<file path="config.mk">
export PLATFORM = sky130hd
export DESIGN_NAME = pipe_skid_reg_flat
export DESIGN_NICKNAME = d
export VERILOG_FILES = /design/src/rtl/pipe_skid_reg_if.sv /design/src/rtl/pipe_skid_reg.sv /design/src/flat_wrapper.sv
export SDC_FILE = /design/constraint.sdc
export NUM_CORES = 1
export LEC_CHECK = 0
export ABC_AREA = 1
export CORE_UTILIZATION = 25
export CTS_CLUSTER_SIZE = 8
export DETAILED_ROUTE_END_ITERATION = 6
export GPL_TIMING_DRIVEN = 0
export PLACE_DENSITY = 0.48
export SLEW_MARGIN = 20
export SYNTH_ARGS = -nofsm -noshare
export SYNTH_HDL_FRONTEND = slang
export SYNTH_SLANG_ARGS = --single-unit
</file>
<file path="constraint.sdc">
create_clock -name clk -period 2.03 [get_ports clk]
set_input_delay 0.406 -clock clk [delete_from_list [all_inputs] [get_ports clk]]
set_output_delay 0.406 -clock clk [all_outputs]
set_load 0.03 [all_outputs]
</file>
<file path="src/rtl/pipe_skid_reg_if.sv">
// Valid/ready payload channel between pipeline stages.
// The producer uses the master modport and the consumer uses the slave modport.
interface pipe_skid_reg_if #(
  parameter int DATA_W = 32
);
  logic              valid;
  logic              ready;
  logic [DATA_W-1:0] data;

  modport master (output valid, output data, input ready);
  modport slave  (input valid, input data, output ready);
endinterface

</file>
<file path="src/rtl/pipe_skid_reg.sv">
// Inter-stage pipeline register with valid/ready handshake, flush, bubble payload and stall counter.
// Define PIPE_SKID_EN for the registered-ready 2-entry skid variant; otherwise a single register with combinational ready.
module pipe_skid_reg #(
  parameter int                DATA_W    = 32,
  parameter logic [DATA_W-1:0] NOP_VALUE = {DATA_W{1'b0}},
  parameter int                CNT_W     = 16
) (
  input  logic             clk,
  input  logic             rst,
  input  logic             flush,
  input  logic             clr_stats,
  pipe_skid_reg_if.slave   up,
  pipe_skid_reg_if.master  dn,
  output logic [1:0]       count,
  output logic [CNT_W-1:0] stall_cycles
);

  function automatic logic [CNT_W-1:0] sat_inc(input logic [CNT_W-1:0] v);
    return (&v) ? v : v + 1'b1;
  endfunction

  logic [1:0]        cnt_p0, cnt_nxt;
  logic              vld_p0;
  logic [DATA_W-1:0] main_p0, main_nxt;
  logic [CNT_W-1:0]  stall_p0;
  logic              push, pop;

`ifdef PIPE_SKID_EN
  logic [DATA_W-1:0] skid_p0, skid_nxt;
  logic              rdy_p0;

  assign up.ready = rdy_p0;
`else
  assign up.ready = !vld_p0 | dn.ready | flush;
`endif

  assign push = up.valid & up.ready;
  assign pop  = vld_p0 & dn.ready;

  always_comb begin
    cnt_nxt  = cnt_p0;
    main_nxt = main_p0;
`ifdef PIPE_SKID_EN
    skid_nxt = skid_p0;
`endif
    if (flush) begin
      cnt_nxt  = 2'd0;
      main_nxt = NOP_VALUE;
    end else begin
      case (cnt_p0)
        2'd0: begin
          if (push) begin
            cnt_nxt  = 2'd1;
            main_nxt = up.data;
          end
        end
        2'd1: begin
          if (push && pop) begin
            main_nxt = up.data;
          end
`ifdef PIPE_SKID_EN
          else if (push) begin
            cnt_nxt  = 2'd2;
            skid_nxt = up.data;
          end
`endif
          else if (pop) begin
            cnt_nxt  = 2'd0;
            main_nxt = NOP_VALUE;
          end
        end
`ifdef PIPE_SKID_EN
        2'd2: begin
          if (pop) begin
            cnt_nxt  = 2'd1;
            main_nxt = skid_p0;
          end
        end
`endif
        default: begin
          cnt_nxt = cnt_p0;
        end
      endcase
    end
  end

  // stage p0: occupancy, handshake flags and stall statistics
  always_ff @(posedge clk or posedge rst) begin
    if (rst) begin
      cnt_p0   <= 2'd0;
      vld_p0   <= 1'b0;
      stall_p0 <= '0;
`ifdef PIPE_SKID_EN
      rdy_p0   <= 1'b1;
`endif
    end else begin
      cnt_p0 <= cnt_nxt;
      vld_p0 <= (cnt_nxt != 2'd0);
`ifdef PIPE_SKID_EN
      rdy_p0 <= (cnt_nxt != 2'd2);
`endif
      if (clr_stats) begin
        stall_p0 <= '0;
      end else if (vld_p0 && !dn.ready) begin
        stall_p0 <= sat_inc(stall_p0);
      end
    end
  end

  // stage p0: payload storage, reset to the bubble so dn_data is NOP_VALUE when empty
  always_ff @(posedge clk or posedge rst) begin
    if (rst) begin
      main_p0 <= NOP_VALUE;
`ifdef PIPE_SKID_EN
      skid_p0 <= NOP_VALUE;
`endif
    end else begin
      main_p0 <= main_nxt;
`ifdef PIPE_SKID_EN
      skid_p0 <= skid_nxt;
`endif
    end
  end

  assign dn.valid     = vld_p0;
  assign dn.data      = main_p0;
  assign count        = cnt_p0;
  assign stall_cycles = stall_p0;

endmodule

</file>
<file path="src/flat_wrapper.sv">
// flat-port wrapper written by rule: the top's interface ports become plain ports
module pipe_skid_reg_flat 
#(
  parameter int                DATA_W    = 32,
  parameter logic [DATA_W-1:0] NOP_VALUE = {DATA_W{1'b0}},
  parameter int                CNT_W     = 16
)
  (clk, rst, flush, clr_stats, count, stall_cycles, up_valid, up_data, up_ready, dn_valid, dn_data, dn_ready);
  pipe_skid_reg_if #(.DATA_W(DATA_W)) up_i ();
  pipe_skid_reg_if #(.DATA_W(DATA_W)) dn_i ();
  input  logic clk;
  input  logic rst;
  input  logic flush;
  input  logic clr_stats;
  output logic [1:0] count;
  output logic [CNT_W-1:0] stall_cycles;
  input wire logic [$bits(up_i.valid)-1:0] up_valid;
  input wire logic [$bits(up_i.data)-1:0] up_data;
  output wire logic [$bits(up_i.ready)-1:0] up_ready;
  output wire logic [$bits(dn_i.valid)-1:0] dn_valid;
  output wire logic [$bits(dn_i.data)-1:0] dn_data;
  input wire logic [$bits(dn_i.ready)-1:0] dn_ready;
  assign up_i.valid = up_valid;
  assign up_i.data = up_data;
  assign up_ready = up_i.ready;
  assign dn_valid = dn_i.valid;
  assign dn_data = dn_i.data;
  assign dn_i.ready = dn_ready;
  pipe_skid_reg #(.DATA_W(DATA_W), .NOP_VALUE(NOP_VALUE), .CNT_W(CNT_W)) u_core (.clk(clk), .rst(rst), .flush(flush), .clr_stats(clr_stats), .up(up_i), .dn(dn_i), .count(count), .stall_cycles(stall_cycles));
endmodule
</file>
==> out/metrics.cfg <==
[status]
status=finished, final reports clean

[cts]
hold_buffers=0
clkTransAtPathRegs_ps=100
cts_tree=done
cts_root_buffer=clkbuf_8
cts_setup_buffers=0
numClockSinks=51
cts_max_path_buffers=2
htreeDepth=2
numCtsBuffers=5
clock_latency_ps=300

[die]
die_w_um=101.2
fp.dieH_um=101.2
boundaryPins=90
dieArea_um2=10240
core_um2=9371
row_count=35
initial_core_util_pct=26.25

[sta]
period_minus_slack_ps=1950
fmax_mhz=512.9
drv_slew=0
hold_ws_ps=498.2
setup_slack_ps=80.32
hold_violations=0
setup_tns_ps=0
setup_violations=0
slew_headroom_pct=56.89
tightest_slew_ps=646.7
rsz0062_at_grt=no
skew_ps=4.445
period_share_pct=96.04

[global_route]
grt_max_degree=52
overflow=0
track_usage_pct=13.56
grt_pass1_vias=2286
antenna_found_initial=0
grt_pass1_wl_um=10870

[job]
drv_cap=0

[power]
ir_drop_uv=233.2
p_total_mw=2.317
power.density_nw_per_um2=641.3
p_leak_nw=1.579

[final_layout]
layout-drive-gt1-share_pct=8.354
postLayoutCoreUtil_pct=38.56
syn_to_final_growth_pct=46.90
nFillCells=1008
num-nets-final=445
final_cell_mix=123 x nand2_1, 88 x clkdlybuf4s50_1, 51 x dfrtp_1, 32 x o21ai_1, 19 x nor2_1
antennaDiodeCount=0
layout_commonest_cell=nand2_1

[synth]
synth_cell_types=26
yosys_warnings=0
ys_seq_area_share_pct=51.88
synth_cells=310
ys_ff_latch=51
syn_area_um2=2460
synth.net_count=349
avgSynthCellArea_um2=7.935

[routing]
first_pass_iters=4
drt_iter0_drc=42
drc_errors=0
via_per_inst=4.312
vias=2311
totalWireLength_um=6639
routedWlPerCell_um=12.39
drtAntennaViolNets=0

[place]
dp_worst_setup_slack_ps=-231.9
finalWeightedCongestion=0.8345
place_hpwl_um=4848
port_buffers=89

[critical_path]
setup.worst_path.end=up_ready
worstPathRequired_ps=1620
rr_worst_depth=9
r2r_setup_slack_ps=200
critPathArrivalTime_ps=1540
critPathTopFamily=buffers and inverters
r2r-end=u_core.stall_cycles[3]
path_buf_inv=4
crit_chain=clkdlybuf4s50_1, inv_1, nand2_1, inv_2, nand2_2, clkdlybuf4s15_1
critPathLaunchType=input pin
worst_setup_path_end_kind=output pin
worstPathMaxFanout=4
cp-startpoint=dn_ready
max_stage_delay_ps=490
r2r-start=u_core.stall_cycles[1]
crit_type=input pin to output pin
cp.depth=6
worst_path_max_delay_cell=clkdlybuf4s50_1

[min_path]
worstHoldPathType=register to register

-- worst reg2reg max path: stages, from the launching register on --
cell and delay (ps):
dfrtp_1 440, ha_1 220, nand3_1 180, inv_2 70, nand2_4 80, nor2_1 50
nor2_1 240, buf_2 300, nand4_1 110, nand2_1 90
-- logic make-up after synthesis --
kind of cell / share of synthesized area, %
buffers and inverters: 5.544
DFF: 51.88
AOI/OAI and AO/OA: 9.766
xor gates and xnor gates: 1.068
adders and majority gates: 0.5086
and+or+nand+nor: 31.23
-- metal layers --
metal  track usage, %  up-vias  routed length, um
li1                 -     1191                  -
met1            16.55     1042               2979
met2            22.03       73               3001
met3            5.866        5                614
met4            3.344        0                 44
met5                0        -                  0
-- worst min-delay path by stage --
stage                     depth (start not counted)               start                  to  slack, ps
final                                             2  u_core.dn.data[22]  u_core.dn.data[22]        500
after global routing                              2  u_core.dn.data[12]  u_core.dn.data[12]        530
after CTS                                         2  u_core.dn.data[17]  u_core.dn.data[17]        510
after detailed placement                          2  u_core.dn.data[17]  u_core.dn.data[17]        480
after global placement                            2  u_core.dn.data[16]  u_core.dn.data[16]        470
after floorplan                                   1               flush     u_core.count[0]        470
-- flip-flops by register name, indices dropped and copies added, names as in the netlist --
| signal | cells |
|---|---|
| u_core.dn.data | 32 |
| u_core.dn.valid | 1 |
| u_core.stall_cycles | 16 |
| u_core.count | 2 |
-- metrics by stage --
| stage | instance area, um^2 | std cells |
|---|---|---|
| floorplan | 2460 | 310 |
| global placement | 3512 | 528 |
| detailed placement | 3515 | 528 |
| CTS | 3612 | 536 |
| global route | 3613 | 536 |
| finish | 3613 | 536 |
-- repair_timing --
item                       in CTS  in global routing
gates resized for setup         1                  1
setup endpoints to repair       1                  1
gates cloned                    0                  0
pin swaps                       0                  0
-- report_power, final --
part | internal, mW | total (mW) | switching (mW)
sequential | 1.08 | 1.12 | 0.0417
combinational | 0.232 | 0.552 | 0.321
clock | 0.279 | 0.641 | 0.362
total | 1.59 | 2.32 | 0.724
-- synth_stat cells (all sizes together) --
cell type,number,area share (%)
nand2,128,20
o21bai,3,0.92
nor2,22,4.1
a21oi,1,0.20
ha,1,0.51
dfrtp,51,52
or2,2,0.51
nor3,1,0.20
nand3,12,2.6
a31oi,2,0.76
inv,20,3.1
buf,8,1.9
nand4,14,3.6
xor2,3,1.1
clkbuf,4,0.61
o21ai,38,7.9
-- cell type report --
cell class / instances / area, um^2 / share of cell area (%)
timing repair buffer: 89 / 890.9 / 24.65
clock inverter: 2 / 16.27 / 0.4501
sequential: 51 / 1276 / 35.32
buffer: 12 / 61.31 / 1.697
multi-input combinational: 227 / 1047 / 28.98
tap: 129 / 161.4 / 4.467
inverter: 20 / 77.57 / 2.147
clock buffer: 6 / 82.58 / 2.285
Note: power is estimated with default switching activity, not from simulation.
